$ cat config.mk
export PLATFORM = sky130hd
export DESIGN_NAME = channel_rr_arbiter
export DESIGN_NICKNAME = d
export VERILOG_FILES = /design/src/rtl/channel_rr_arbiter.sv
export SDC_FILE = /design/constraint.sdc
export NUM_CORES = 1
export LEC_CHECK = 0
export CORE_UTILIZATION = 55
export CTS_CLUSTER_SIZE = 28
export DETAILED_ROUTE_END_ITERATION = 10
export DONT_BUFFER_PORTS = 1
export PLACE_DENSITY = 0.7
export SLEW_MARGIN = 20
export SYNTH_ARGS = -nofsm -noshare
export SYNTH_HDL_FRONTEND = slang
export SYNTH_SLANG_ARGS = --single-unit
$ cat constraint.sdc
create_clock -name clk -period 3.6 [get_ports clk]
set_clock_uncertainty 0.2 [all_clocks]
set_input_delay 1.08 -clock clk [delete_from_list [all_inputs] [get_ports clk]]
set_output_delay 1.08 -clock clk [all_outputs]
set_load 0.05 [all_outputs]
$ cat src/rtl/channel_rr_arbiter.sv
// Round-robin merge of NumIn valid/ack word channels into one registered output slot.
// A grant may be held for up to MaxBurst consecutive words while other channels wait.
module channel_rr_arbiter #(
  parameter int N        = 8,
  parameter int NumIn    = 4,
  parameter int MaxBurst = 4,
  localparam int TW      = $clog2(NumIn)
) (
  input  logic               clk,
  input  logic               reset,
  input  logic [NumIn*N-1:0] in_d,
  input  logic [NumIn-1:0]   in_v,
  output logic [NumIn-1:0]   in_a,
  output logic [N-1:0]       out_d,
  output logic               out_v,
  input  logic               out_a,
  output logic [TW-1:0]      out_tag
);

  localparam int BW = $clog2(MaxBurst + 1);

  logic [TW-1:0] ptr;
  logic [TW-1:0] cur;
  logic [TW-1:0] g;
  logic [BW-1:0] burst_cnt;
  logic          slot_open;
  logic          load;
  logic          cont;

  assign slot_open = !out_v || out_a;
  assign load      = slot_open && (|in_v);

  // Continuation beats the rotating scan; the scan starts just past the last winner.
  always_comb begin
    int  idx;
    logic found;
    cont  = in_v[cur] && (burst_cnt != '0) && (burst_cnt < BW'(MaxBurst));
    g     = cur;
    found = 1'b0;
    idx   = 0;
    if (!cont) begin
      for (int k = 1; k <= NumIn; k++) begin
        idx = (int'(ptr) + k) % NumIn;
        if (!found && in_v[TW'(idx)]) begin
          found = 1'b1;
          g     = TW'(idx);
        end
      end
    end
  end

  always_comb begin
    in_a = '0;
    if (load && !reset) in_a[g] = 1'b1;
  end

  always_ff @(posedge clk or posedge reset) begin
    if (reset) begin
      out_v     <= 1'b0;
      out_d     <= '0;
      out_tag   <= '0;
      ptr       <= TW'(NumIn - 1);
      cur       <= '0;
      burst_cnt <= '0;
    end else if (slot_open) begin
      if (load) begin
        out_d     <= in_d[int'(g)*N +: N];
        out_tag   <= g;
        out_v     <= 1'b1;
        cur       <= g;
        ptr       <= g;
        burst_cnt <= cont ? burst_cnt + 1'b1 : BW'(1);
      end else begin
        out_v     <= 1'b0;
        burst_cnt <= '0;
      end
    end
  end

endmodule

==> reports/metrics.cfg, run 1 <==
[route]
dr_vias_cell = 6.54
via_count = 1132
drt.antenna.violating_nets = 0
post_drt_wl_per_cell_um = 17.7
first_pass_iters = 4
postRouteWirelength_mm = 3.06
dr.first_iter.drc_count = 27
drc = 0

[setup_path]
crit_path_start_kind = primary input
arrival_worst_endpoint_ns = 2.44
endpoint_kind = primary output
crit_type = in2out
critical_path_peak_fanout = 13
critPathRequiredTime_ns = 2.32
startpoint_of_the_most_critical_register_to_register_path = ptr[1]
cp-startpoint = in_v[3]

[final_layout]
ff_latch_area_um2 = 403
final_cell_mix = mux2i_1 (17), nand2_1 (15), dfrtp_1 (14)
fin_area_um2 = 1520
antenna-diode-count = 0
drive_above_1_share_pct = 29.5
layout_commonest_cell = mux2i_1
finish.utilization_pct = 73.8
nets = 188
final.fill_count = 147
syn2layout_area_growth_pct = 20.4
multiInputGateArea_um2 = 881

[placed_design]
place_hpwl_mm = 2.19
dpl_cell_area_um2 = 1430
dp_slack_ns = -0.235
place.port_buffers = 0
place.gp.congestion = 0.844

[pwr]
power_switching_share_pct = 51.4
peakVddDrop_v = 0.000627
power.net_switching_mw = 0.807
power.share.sequential_pct = 32.1
pwr_density_cell_nw_per_um2 = 1030
share_comb_of_total_power_pct = 60.4
power_report.internal_total_mw = 0.762
power.static_leakage_nw = 0.641
power.clock.fraction_pct = 7.5

[logic_synthesis]
synth_enable_flop_cells = 0
synth-warning-count = 0
synth_seq_cells = 16
ys_async_sr_fraction_pct = 100
post_synth_inst_count = 136
synth.cell_area_um2 = 1260
postSynthNetCount = 177
synth.yosys.seq_area_share_pct = 31.8
yosysUniqueCellTypes = 43
synth_top_flop_cell = dfrtp_1
avgSynthCellArea_um2 = 9.30

[clock_network]
tritoncts_clock_tree = done
cts-root-buf = clkbuf_4
cts_buffer_depth = 2
htreeDepth = 1
clkLatencyLatePin_ns = 0.28
clk_pin_slew_worst_paths_ns = 0.09
numCtsBuffers = 3
cts.sink_count = 16

[sta]
layout_setup_ws_ns = -0.121
fmax_ghz = 0.269
period_minus_slack_ns = 3.72
report.final.setup_viol = 4
final_hold_viol_count = 0
slew_viol_final = 0
max_slew.worst_pin.slew_ns = 0.607
grt_setup_unrepaired = true
relSlewSlack_pct = 59.5
part_of_the_cycle_the_worst_path_needs_pct = 103

[floorplan]
rows = 16
design.portCount = 54
dieArea_um2 = 2500
die_height_um = 50.0
area_of_the_placeable_core_um2 = 2060
die_w_um = 50.0
start_util_pct = 61.3

[grt]
grt_first_pass_wirelength_mm = 4.98
grt_max_degree = 18
first_global_vias = 1050
grtUsageTotal_pct = 26.2
grt_antenna_before_repair = 0
global_route.overflow_total = 0

[worst_hold_path]
worstHoldStart = burst_cnt[2]
worst_hold_path_type = reg2reg

[status]
run_status = finished, violations left
violations = setup timing

[run]
max-cap-violations = 0

## logic make-up after synthesis
group | after synthesis | share of synthesized area, %
muxes | 18 | 14.2
DFF | 16 | 31.8
AOI/OAI and AO/OA | 37 | 24.4
buffers and inverters | 14 | 6.63
adders and majority gates | 2 | 1.98
and+or+nand+nor | 49 | 20.9
## layer usage
metal	routed length (µm)	GRT usage [%]	up-vias	part of all wire, %
li1	-	-	528	-
met1	1240	33.1	551	40
met2	1620	45.7	47	53
met3	162	4.32	6	5.3
met4	34	7.14	0	1.1
met5	0	0	-	0
## cell usage after synthesis (all sizes together), types with 3 or more instances
cell,count,share of area [%]
mux2i,18,14
o21a,4,2.4
inv,5,1.5
nor2b,3,1.5
nand2,16,4.7
nand2b,4,2.0
nand3,3,1.2
dfrtp,14,28
nor2,10,3.0
o221ai,8,5.5
o21ai,6,3.9
nor4,3,2.7
buf,8,4.8
a21oi,5,2.0
a22o,3,2.1
## stage by stage
stage          hold slack (ns)  setup TNS (ns)  cells  total power [mW]
2_1_floorplan            0.266          -0.837    136              1.21
3_3_place_gp             0.297          -0.428    167              1.34
3_5_place_dp             0.300          -0.478    167              1.36
4_1_cts                  0.323          -0.261    173              1.54
5_1_grt                  0.360          -0.595    173              1.67
6_report                 0.324          -0.347    173              1.57
## power groups by stage
stage          Combinational, mW  Sequential, mW  Clock [mW]
2_1_floorplan              0.698           0.513           0
3_3_place_gp               0.837           0.500           0
4_1_cts                    0.916           0.499       0.121
3_5_place_dp               0.862           0.501           0
6_report                   0.948           0.503       0.118
5_1_grt                     1.03           0.514       0.128
## worst max-delay path: stages
cell      delay (ns)
nor2b_4         0.11
a22o_1          0.21
a221oi_2        0.29
o2111a_2        0.26
nor2_4          0.05
nor4_4          0.27
buf_12          0.18
## state kept, by name, indices dropped and copies added (netlist names)
signal	flops
burst_cnt	3
cur	2
out_d	8
out_v	1
ptr	2
## timing repair
action | 4_1_cts | 5_1_grt
setup buffers | 2 | 0
pin swaps | 5 | 3
endpoints found under the setup margin | 3 | 4
hold buffers | 0 | 0
resized for setup | 7 | 3
## layout make-up
class / count / area share (%)
clock buffers: 4 / 2.38
inverters: 5 / 1.23
multi-input cells: 106 / 57.8
flip-flops and latches: 16 / 26.5
well taps: 27 / 2.22
repair buffers: 15 / 9.86
## worst paths after layout
| kind | slack, ns | endpoint | depth (start not counted) |
|---|---|---|---|
| max in group asynchronous | 2.26 | burst_cnt[0] | 1 |
| worst min-delay path | 0.32 | burst_cnt[2] | 2 |
| worst max register to register | 0.97 | out_d[2] | 8 |
| worst max-delay path | -0.12 | in_a[0] | 7 |
| worst min register to register | 0.32 | burst_cnt[2] | 2 |
| min in group asynchronous | 0.54 | out_d[7] | 1 |
No activity file was read; power rests on OpenSTA's default activity.
==> run 2: changes to the inputs <==
--- a/config.mk
+++ b/config.mk
@@ -6,6 +6,7 @@
 export NUM_CORES = 1
 export LEC_CHECK = 0
 export CORE_UTILIZATION = 55
+export CTS_CLUSTER_DIAMETER = 100
 export CTS_CLUSTER_SIZE = 28
 export DETAILED_ROUTE_END_ITERATION = 10
 export DONT_BUFFER_PORTS = 1
@@ -14,3 +15,4 @@
 export SYNTH_ARGS = -nofsm -noshare
 export SYNTH_HDL_FRONTEND = slang
 export SYNTH_SLANG_ARGS = --single-unit
+export TNS_END_PERCENT = 10
==> run 2 against run 1 <==
The run still ends with setup timing left. Via count shrank 1.1%. Die area stayed put. Sequential power barely moved. Hold slack worse by 0.010 ns. Critical endpoint is now in_a[3].
==> reports/metrics.cfg, run 2 (same netlist as run 1, synthesis figures left out) <==
[floorplan]
dieArea_um2 = 2500
die_w_um = 50.0
die_height_um = 50.0
area_of_the_placeable_core_um2 = 2060
start_util_pct = 61.3
design.portCount = 54
rows = 16

[setup_path]
crit_path_start_kind = primary input
cpPeakStageDelay_ns = 0.27
critical-path-top-cell-by-count = a22o_1
arrival_worst_endpoint_ns = 2.43
worst_path_dominant_cell_family = compound AO/OA/AOI/OAI gates
cp.depth = 7
critPathBufInv = 1
crit_type = in2out
critPathRequiredTime_ns = 2.32
slowest_stage = o2111a_1
worstPathCellList = nor2_1, a22o_1, a22o_1, o2111a_1, nor2_2, and3_4, buf_12
rr_worst_depth = 10
critical_path_peak_fanout = 11
endpoint_kind = primary output

[route]
via_count = 1119
dr.first_iter.drc_count = 32
drc = 0
post_drt_wl_per_cell_um = 16.4
first_pass_iters = 4
dr_vias_cell = 6.39
postRouteWirelength_mm = 2.88
drt.antenna.violating_nets = 0

[sta]
relSlewSlack_pct = 61.4
report.final.setup_viol = 3
part_of_the_cycle_the_worst_path_needs_pct = 103
slew_viol_final = 0
grt_setup_unrepaired = true
final_hold_viol_count = 0
fmax_ghz = 0.270
period_minus_slack_ns = 3.71
layout_setup_ws_ns = -0.108
max_slew.worst_pin.slew_ns = 0.578

[placed_design]
place.port_buffers = 0
dp_slack_ns = -0.178
place_hpwl_mm = 2.32
place.gp.congestion = 0.905
place.detailed.instances = 171

[clock_network]
cts_buffer_depth = 2
postCtsSetupRepairBufs = 0
cts.sink_count = 16
clkLatencyLatePin_ns = 0.28
numCtsBuffers = 3
post_cts_hold_buffer_count = 0
htreeDepth = 1
clk_pin_slew_worst_paths_ns = 0.09
cts-root-buf = clkbuf_4
tritoncts_clock_tree = done

[worst_hold_path]
worst_hold_path_type = reg2reg
min_path_cells = 2

[final_layout]
antenna-diode-count = 0
syn2layout_area_growth_pct = 17.6
drive_above_1_share_pct = 25.7
layout_commonest_cell = mux2i_1
largest_reg_flops = 8
registers.top_by_ff_count = out_d
final.fill_count = 160
nets = 190
leading_registers_by_flop_count = out_d: 8 flops, burst_cnt: 3 flops
final_cell_mix = mux2i_1 (18), nand2_1 (16), dfrtp_1 (14)
fin_cells = 175

[pwr]
power.static_leakage_nw = 0.640
pwr_density_cell_nw_per_um2 = 1020
peakVddDrop_v = 0.000658

[status]
run_status = finished, violations left
violations = setup timing

[grt]
grtUsageTotal_pct = 24.9
grt_max_degree = 17
grt_first_pass_wirelength_mm = 4.83
first_global_vias = 1067
global_route.overflow_total = 0
grt_antenna_before_repair = 0

[run]
max-cap-violations = 0

## run 2: area by class of cell
cell class / instances / area (µm²) / share of cell area (%)
Clock buffer: 4 / 36.3 / 2.44
Tap cell: 27 / 33.8 / 2.27
Inverter: 5 / 18.8 / 1.26
Sequential cell: 16 / 403 / 27.1
Multi-Input combinational cell: 106 / 827 / 55.6
Timing Repair Buffer: 17 / 169 / 11.4
## run 2: metrics by stage
stage	total power, mW	instance area [µm²]	hold slack (ns)	TNS [ns]	utilization (%)
after floorplan	1.19	1310	0.266	-1.21	-
after global placement	1.37	1440	0.287	-0.306	69.7
after detailed placement	1.40	1440	0.296	-0.421	69.7
after CTS	1.53	1480	0.316	-0.327	71.9
after global routing	1.62	1490	0.344	-0.578	72.1
final	1.52	1490	0.313	-0.315	72.1
## run 2: worst paths after layout
| kind | slack [ns] | startpoint | end |
|---|---|---|---|
| max | -0.11 | in_v[1] | in_a[3] |
| min | 0.31 | burst_cnt[2] | burst_cnt[2] |
| max reg2reg | 1.15 | burst_cnt[0] | out_d[3] |
| min reg2reg | 0.31 | burst_cnt[2] | burst_cnt[2] |
| max in group asynchronous | 2.29 | reset | burst_cnt[1] |
| min in group asynchronous | 0.54 | reset | out_d[0] |
## run 2: what timing repair did
item / CTS / global route
gates resized for setup: 2 / 1
pin swaps: 2 / 1
cloned: 0 / 0
setup endpoints to repair: 4 / 4
## run 2: layer usage
layer  part of all wire (%)  vias to the layer above  GRT usage [%]
met5                      0                        -              0
met4                   0.21                        0           3.81
met3                    4.1                        2           4.63
met2                     54                       45           43.0
met1                     41                      534           32.8
li1                       -                      538              -
## run 2: worst reg2reg max path: cells and delay by family, from the launching register on
kind,cells,cell delay [ns]
buf+inv,3,0.44
compound gates,4,0.49
simple gates,1,0.39
fa+ha+maj,1,0.21
flops,1,0.38
mux,1,0.20
## run 2: power by group
group | internal (mW) | leakage [nW] | switching, mW
logic | 0.425 | 0.430 | 0.480
clock network | 0.0614 | 0.0210 | 0.0541
registers | 0.265 | 0.189 | 0.236
